## src/rtl/cbus_arbiter.sv

```systemverilog
// Shares one cbus port among NUM_REQ cache requesters; grant held for a whole burst.
// Define CBUS_ARB_FIXED_PRIO_EN for fixed-priority selection (default: round-robin).
package cbus_pkg;
    // len is beats-1: 8'd0 = MLEN1, 8'd255 = MLEN256
    typedef struct packed {
        logic        valid;
        logic        is_write;
        logic [2:0]  size;
        logic [63:0] addr;
        logic [7:0]  len;
        logic [7:0]  strobe;
        logic [63:0] data;
    } cbus_req_t;

    typedef struct packed {
        logic        ready;
        logic        last;
        logic [63:0] data;
    } cbus_resp_t;
endpackage

module cbus_arbiter
    import cbus_pkg::*;
#(
    parameter int NUM_REQ = 2,
    localparam int IDX_W = (NUM_REQ > 1) ? $clog2(NUM_REQ) : 1
) (
    input  logic                        clk,
    input  logic                        reset,
    input  cbus_req_t  [NUM_REQ-1:0]    ireqs,
    output cbus_resp_t [NUM_REQ-1:0]    iresps,
    output cbus_req_t                   oreq,
    input  cbus_resp_t                  oresp,
    output logic                        busy,
    output logic       [IDX_W-1:0]      grant_idx
);

    typedef enum logic {IDLE = 1'b0, BUSY = 1'b1} state_t;

    state_t           r_state, w_next;
    logic [IDX_W-1:0] r_grant;
    logic [IDX_W-1:0] w_winner;
    logic [IDX_W-1:0] w_cand;
    logic             w_any;
    logic             w_done;

    assign w_done    = oresp.ready && oresp.last;
    assign grant_idx = r_grant;

`ifdef CBUS_ARB_FIXED_PRIO_EN
    // Scan from the top so the lowest valid index is the last to overwrite.
    always_comb begin
        w_any    = 1'b0;
        w_winner = '0;
        w_cand   = '0;
        for (int k = NUM_REQ - 1; k >= 0; k--) begin
            w_cand = IDX_W'(k);
            if (ireqs[w_cand].valid) begin
                w_any    = 1'b1;
                w_winner = w_cand;
            end
        end
    end
`else
    logic [IDX_W-1:0] r_rr;
    logic [IDX_W-1:0] w_rr_next;
    int               w_scan;

    always_comb begin
        w_any    = 1'b0;
        w_winner = r_rr;
        w_cand   = '0;
        w_scan   = 0;
        for (int k = 0; k < NUM_REQ; k++) begin
            w_scan = int'(r_rr) + k;
            if (w_scan >= NUM_REQ) w_scan = w_scan - NUM_REQ;
            w_cand = IDX_W'(w_scan);
            if (!w_any && ireqs[w_cand].valid) begin
                w_any    = 1'b1;
                w_winner = w_cand;
            end
        end
    end

    // Explicit wrap so non-power-of-2 NUM_REQ never lands on an unused index.
    assign w_rr_next = (r_grant == IDX_W'(NUM_REQ - 1)) ? '0 : r_grant + 1'b1;

    always_ff @(posedge clk) begin
        if (reset)                          r_rr <= '0;
        else if (r_state == BUSY && w_done) r_rr <= w_rr_next;
    end
`endif

    always_ff @(posedge clk) begin
        if (reset) r_state <= IDLE;
        else       r_state <= w_next;
    end

    always_ff @(posedge clk) begin
        if (reset)                         r_grant <= '0;
        else if (r_state == IDLE && w_any) r_grant <= w_winner;
    end

    // Leaving BUSY always lands in IDLE, so a new selection never overlaps the final beat.
    always_comb begin
        w_next = r_state;
        case (r_state)
            IDLE:    if (w_any)  w_next = BUSY;
            BUSY:    if (w_done) w_next = IDLE;
            default: w_next = IDLE;
        endcase
    end

    always_comb begin
        oreq   = '0;
        iresps = '0;
        busy   = (r_state == BUSY);
        if (r_state == BUSY) begin
            oreq            = ireqs[r_grant];
            iresps[r_grant] = oresp;
        end
    end

`ifdef ASSERT
    a_owner_holds_valid: assert property (@(posedge clk) disable iff (reset)
        (r_state == BUSY) |-> ireqs[r_grant].valid);
`endif

endmodule

```

## config.mk

```make
export PLATFORM = sky130hd
export DESIGN_NAME = cbus_arbiter
export DESIGN_NICKNAME = d
export VERILOG_FILES = /design/src/rtl/cbus_arbiter.sv
export SDC_FILE = /design/constraint.sdc
export NUM_CORES = 1
export LEC_CHECK = 0
export BUFFER_PORTS_ARGS = -buffer_cell sky130_fd_sc_hd__buf_2
export CORE_AREA = 5 5 248 250
export CTS_CLUSTER_DIAMETER = 40
export DETAILED_ROUTE_END_ITERATION = 8
export DIE_AREA = 0 0 253 255
export HOLD_SLACK_MARGIN = 0.02
export PLACE_DENSITY_LB_ADDON = 0.08
export SLEW_MARGIN = 20
export SYNTH_ARGS = -nofsm -noshare
export SYNTH_HDL_FRONTEND = slang
export SYNTH_SLANG_ARGS = --single-unit
```

## constraint.sdc

```tcl
create_clock -name clk -period 1.7 [get_ports clk]
set_clock_uncertainty 0.05 [all_clocks]
set_input_delay 0.085 -clock clk [delete_from_list [all_inputs] [get_ports clk]]
set_output_delay 0.085 -clock clk [all_outputs]
set_load 0.01 [all_outputs]
```

* Word-level counts from Yosys, hierarchy flattened
Cells that the tools add are included.
Word-level totals: flip-flop bits (word level) 3, input port bits 366, output and inout bits 283, logic and storage cells 41
Cells by class: mux-type cells 20, order comparisons 6, reduce and logical (&&, ||, !) cells 6, add/sub/neg operators 4, bitwise operators 2
Operators by type and width (number):
- 2-to-1 mux 149 bit | 7
- AND 132 bit | 1
- 2-to-1 mux 132 bit | 1
- demux 66 bit (select 1 bit) | 1
- 2-to-1 mux 66 bit | 1
- 2-to-1 mux 1 bit | 9
- < comparator 1 x 2 -> 1 bit (second input constant) | 3
- logical AND 1 bit | 5
- adder 1 x 1 -> 2 bit (second input constant) | 1
- >= comparator 1 x 2 -> 1 bit (second input constant) | 1
- >= comparator 2 bit (second input constant) | 1
- case mux 1 bit (2 select lines) | 1
- subtractor 1 bit (second input constant) | 2
- adder 1 bit (second input constant) | 1
- >= comparator 1 bit (second input constant) | 1
- zero test 1 bit | 1
- inverter 1 bit | 1

* Depth between registers and ports, before layout
depth after elaboration 10, depth in mapped cells 6, gate-level depth less buffers 3

* Least setup slack after synthesis
No wires, ideal clock.
kind reg-to-output, from reg r_state (netlist: busy), to out iresps[26] (netlist name), slack 398 ps, buffers on the path 3, data required time 1565 ps, data arrival time 1167 ps, stages on the path, launching flop included 7, path through dfxtp_1 -> buf_4 -> inv_2 -> nor2_2 -> buf_2 -> clkbuf_2 -> and2_1
RTL lines:
- start: declaration | RTL line 40 | state_t r_state, w_next;
- start signal: assignment | RTL line 96 | else r_state <= w_next;
- end: declaration | RTL line 31 | output cbus_resp_t [NUM_REQ-1:0] iresps,

==> parameters.txt <==
Parameter                              Value

Logic synthesis
  Simple-gate area share of the yosys netlist ... 42.2%
  Post-synthesis share of cell area spent on full adders, half adders and majority gates ... 0%
  Number of nets produced by synthesis ... 865
  Main combinational cell family by area after synthesis ... multiplexers
  Avg Inst Size Synth ... 6.65 um^2
  Number of synthesized register bits ... 3
  Proportion of synthesized area in mux cells ... 44.9%
  Fraction of synthesized cell area in xor and xnor cells ... 0%
  Sequential-to-total area share from yosys stat ... 1.81%
  Unique cell type count in the Yosys netlist ... 20
  Area fraction in compound gates after synthesis ... 1.28%
  Number of synthesis warnings ... 0
  Mapped Cells ... 499
  Summed instance area of the synthesized netlist ... 3320 um^2

GRT
  Via count of the first global-routing pass ... 6219
  Number of antenna violations at the first check in global routing ... 4
  Wire length of the first global-routing pass ... 40000 um
  Global route overflow ... 0
  Maximum number of pins on one net before global-route repair ... 73
  Global routing usage summed across all routing layers ... 8.15%

Timing
  Hold violation count in the final report ... 0
  Final Max Tran Viols ... 0
  Worst Tran Pin Value ... 0.376 ns
  Rel. slew slack ... 74.9%
  Setup violators final ... 0
  Setup_tns ... 0 ns
  Final critical path time including I/O delays and setup ... 1.63 ns
  F_max ... 0.615 GHz
  Period utilization ... 95.7%
  WHS ... 0.107 ns
  Setup repair after global routing missed its margin ... yes

Route
  First-pass DRT Iterations ... 4
  Via count ... 5921
  Number of nets with antenna violations after detailed routing ... 0
  Number of DRC violations after detailed routing ... 0
  Routed WL per cell ... 16.1 um
  Average vias per placed instance ... 3.09
  Total routed wirelength ... 31000 um
  Initial detailed-routing violation count ... 164

Layout
  Fillcell total ... 6922
  Area occupied by registers ... 65.1 um^2
  Area added between synthesis and finish ... 140%
  Net total in the final layout ... 1509
  Highest-count cells in the layout ignoring fill and taps ... 648 x sky130_fd_sc_hd__buf_2, 150 x sky130_fd_sc_hd__nor2_1, 145 x sky130_fd_sc_hd__mux2i_1, 66 x sky130_fd_sc_hd__and3_1, 66 x sky130_fd_sc_hd__and2_1
  Commonest non-fill, non-tap cell in the layout ... sky130_fd_sc_hd__buf_2
  Layout cells sized above 1 ... 61.6%
  Final cell utilization of the core ... 13.5%
  Combined area of the multi-input logic cells ... 2950 um^2

Floorplan
  Die outline area ... 64500 um^2
  Number of core rows ... 89
  Number of top-level pins ... 649
  DIE HEIGHT ... 255 um
  Effective utilization at floorplan ... 5.65%
  Horiz. Die Dim ... 253 um
  Core area ... 58800 um^2

Worst hold path
  Hold WC Path Type ... in -> reg
  Hold Path Stages ... 2
  Worst Hold Path EP ... busy
  Min-delay src ... oresp[65]

Setup path
  Kind of start point of the critical path ... flop
  Required arrival time at the worst endpoint ... 1.56 ns
  Largest fanout of any net on the critical path ... 11
  Start of the worst register-to-register path ... grant_idx
  Destination of the worst register-to-register timing path ... grant_idx
  R2r worst-path depth ... 4
  Endpoint type of the worst setup path ... output pin
  Setup slack, reg-to-reg ... 0.37 ns
  Worst Path Class, Setup ... reg -> out
  Critical path arrival ... 1.49 ns

Clocking
  Clock-pin slew reported for the worst setup and hold paths after clock tree synthesis ... 0.03 ns
  Clock tree from TritonCTS ... built
  Number of clock buffers inserted by TritonCTS ... 3
  Clk Latency, worst-skew pair ... 0.22 ns
  H-tree level count ... 1
  Root cell of the clock tree ... sky130_fd_sc_hd__clkbuf_16
  Clk sinks ... 3
  Largest buffer count on any clock path ... 2

Power and ir drop
  Leakage ... 4.55 nW
  Power density over cell area ... 322 nW/um^2
  Power, Total ... 0.00257 W
  Worst ir drop on vdd ... 171 uV

Placement
  Detailed-placement wirelength estimate ... 26000 um
  Final weighted congestion in routability-driven placement ... 0.790
  Port buffer count ... 648

Run
  Max-capacitance violation count ... 0

Run status
  Run status ... completed
==> state kept, by name, summed over array words and instances, names as in the netlist <==
register	flops
busy	1
r_rr	1
grant_idx	1
==> per-layer routing <==
metal / vias up / GRT usage, % / share of wire [%]
li1: 2969 / - / -
met1: 2618 / 7.75 / 34
met2: 328 / 17.8 / 58
met3: 6 / 1.97 / 8.2
met4: 0 / 0.833 / 0.45
met5: - / 0 / 0
==> cell type report <==
| type | instances | area share (%) |
|---|---|---|
| Multi-Input combinational cell | 439 | 37.1 |
| Inverter | 2 | 0.157 |
| Timing Repair Buffer | 694 | 48.7 |
| Sequential cell | 3 | 0.817 |
| Tap cell | 773 | 12.1 |
| Antenna cell | 3 | 0.0943 |
| Clock buffer | 4 | 0.990 |
==> stage by stage <==
stage	worst slack [ns]	cell area (um^2)	cells
3_3_place_gp	0.193	7630	1897
4_1_cts	0.00176	7800	1906
6_report	0.0738	7970	1918
5_1_grt	-0.0291	7970	1918
2_1_floorplan	0.398	3320	499
3_5_place_dp	0.190	7630	1897
==> worst max-delay path, stage by stage (launching register included) <==
cell and delay [ns]:
sky130_fd_sc_hd__dfxtp_4 0.46, sky130_fd_sc_hd__buf_16 0.20, sky130_fd_sc_hd__buf_12 0.17, sky130_fd_sc_hd__mux2i_2 0.21, sky130_fd_sc_hd__nor2_1 0.06, sky130_fd_sc_hd__buf_2 0.14
==> power by group <==
part	internal, W	switching, W	leakage (nW)
Clock	0.000310	0.0000686	0.0382
Combinational	0.00103	0.00107	4.49
Sequential	0.0000757	0.0000122	0.0256
Total	0.00142	0.00115	4.55
==> cell families after synthesis <==
| kind of cell | count (synthesis) |
|---|---|
| flops | 3 |
| mux | 149 |
| simple gates | 284 |
| buf+inv | 57 |
| compound gates | 6 |
==> worst max path at each step <==
stage / from / depth (start not counted) / endpoint
floorplan: busy / 6 / iresps[26]
global placement: grant_idx / 4 / oreq[52]
detailed placement: grant_idx / 4 / oreq[52]
CTS: grant_idx / 5 / oreq[21]
global route: grant_idx / 5 / oreq[103]
finish: grant_idx / 5 / oreq[133]
==> Yosys cell counts (all sizes together) <==
cell / number / area [um^2]
a21oi: 1 / 5.00
a311oi: 1 / 8.76
a31oi: 1 / 6.26
a41o: 1 / 10.0
and2: 66 / 413
and3: 66 / 413
buf: 29 / 211
clkbuf: 26 / 106
dfxtp: 3 / 60.1
inv: 2 / 7.50
mux2i: 149 / 1490
nor2: 151 / 569
nor3: 1 / 5.00
o211ai: 1 / 7.51
o21ai: 1 / 5.00
==> repair_timing <==
action | 4_1_cts | 5_1_grt
endpoints found under the setup margin | 54 | 87
endpoints found under the hold margin | 1 | 0
cloned | 1 | 3
pin swaps | 0 | 2
setup buffers | 3 | 6
resized for setup | 6 | 8
hold buffers | 1 | 0
No activity file was read; power rests on OpenSTA's default activity.
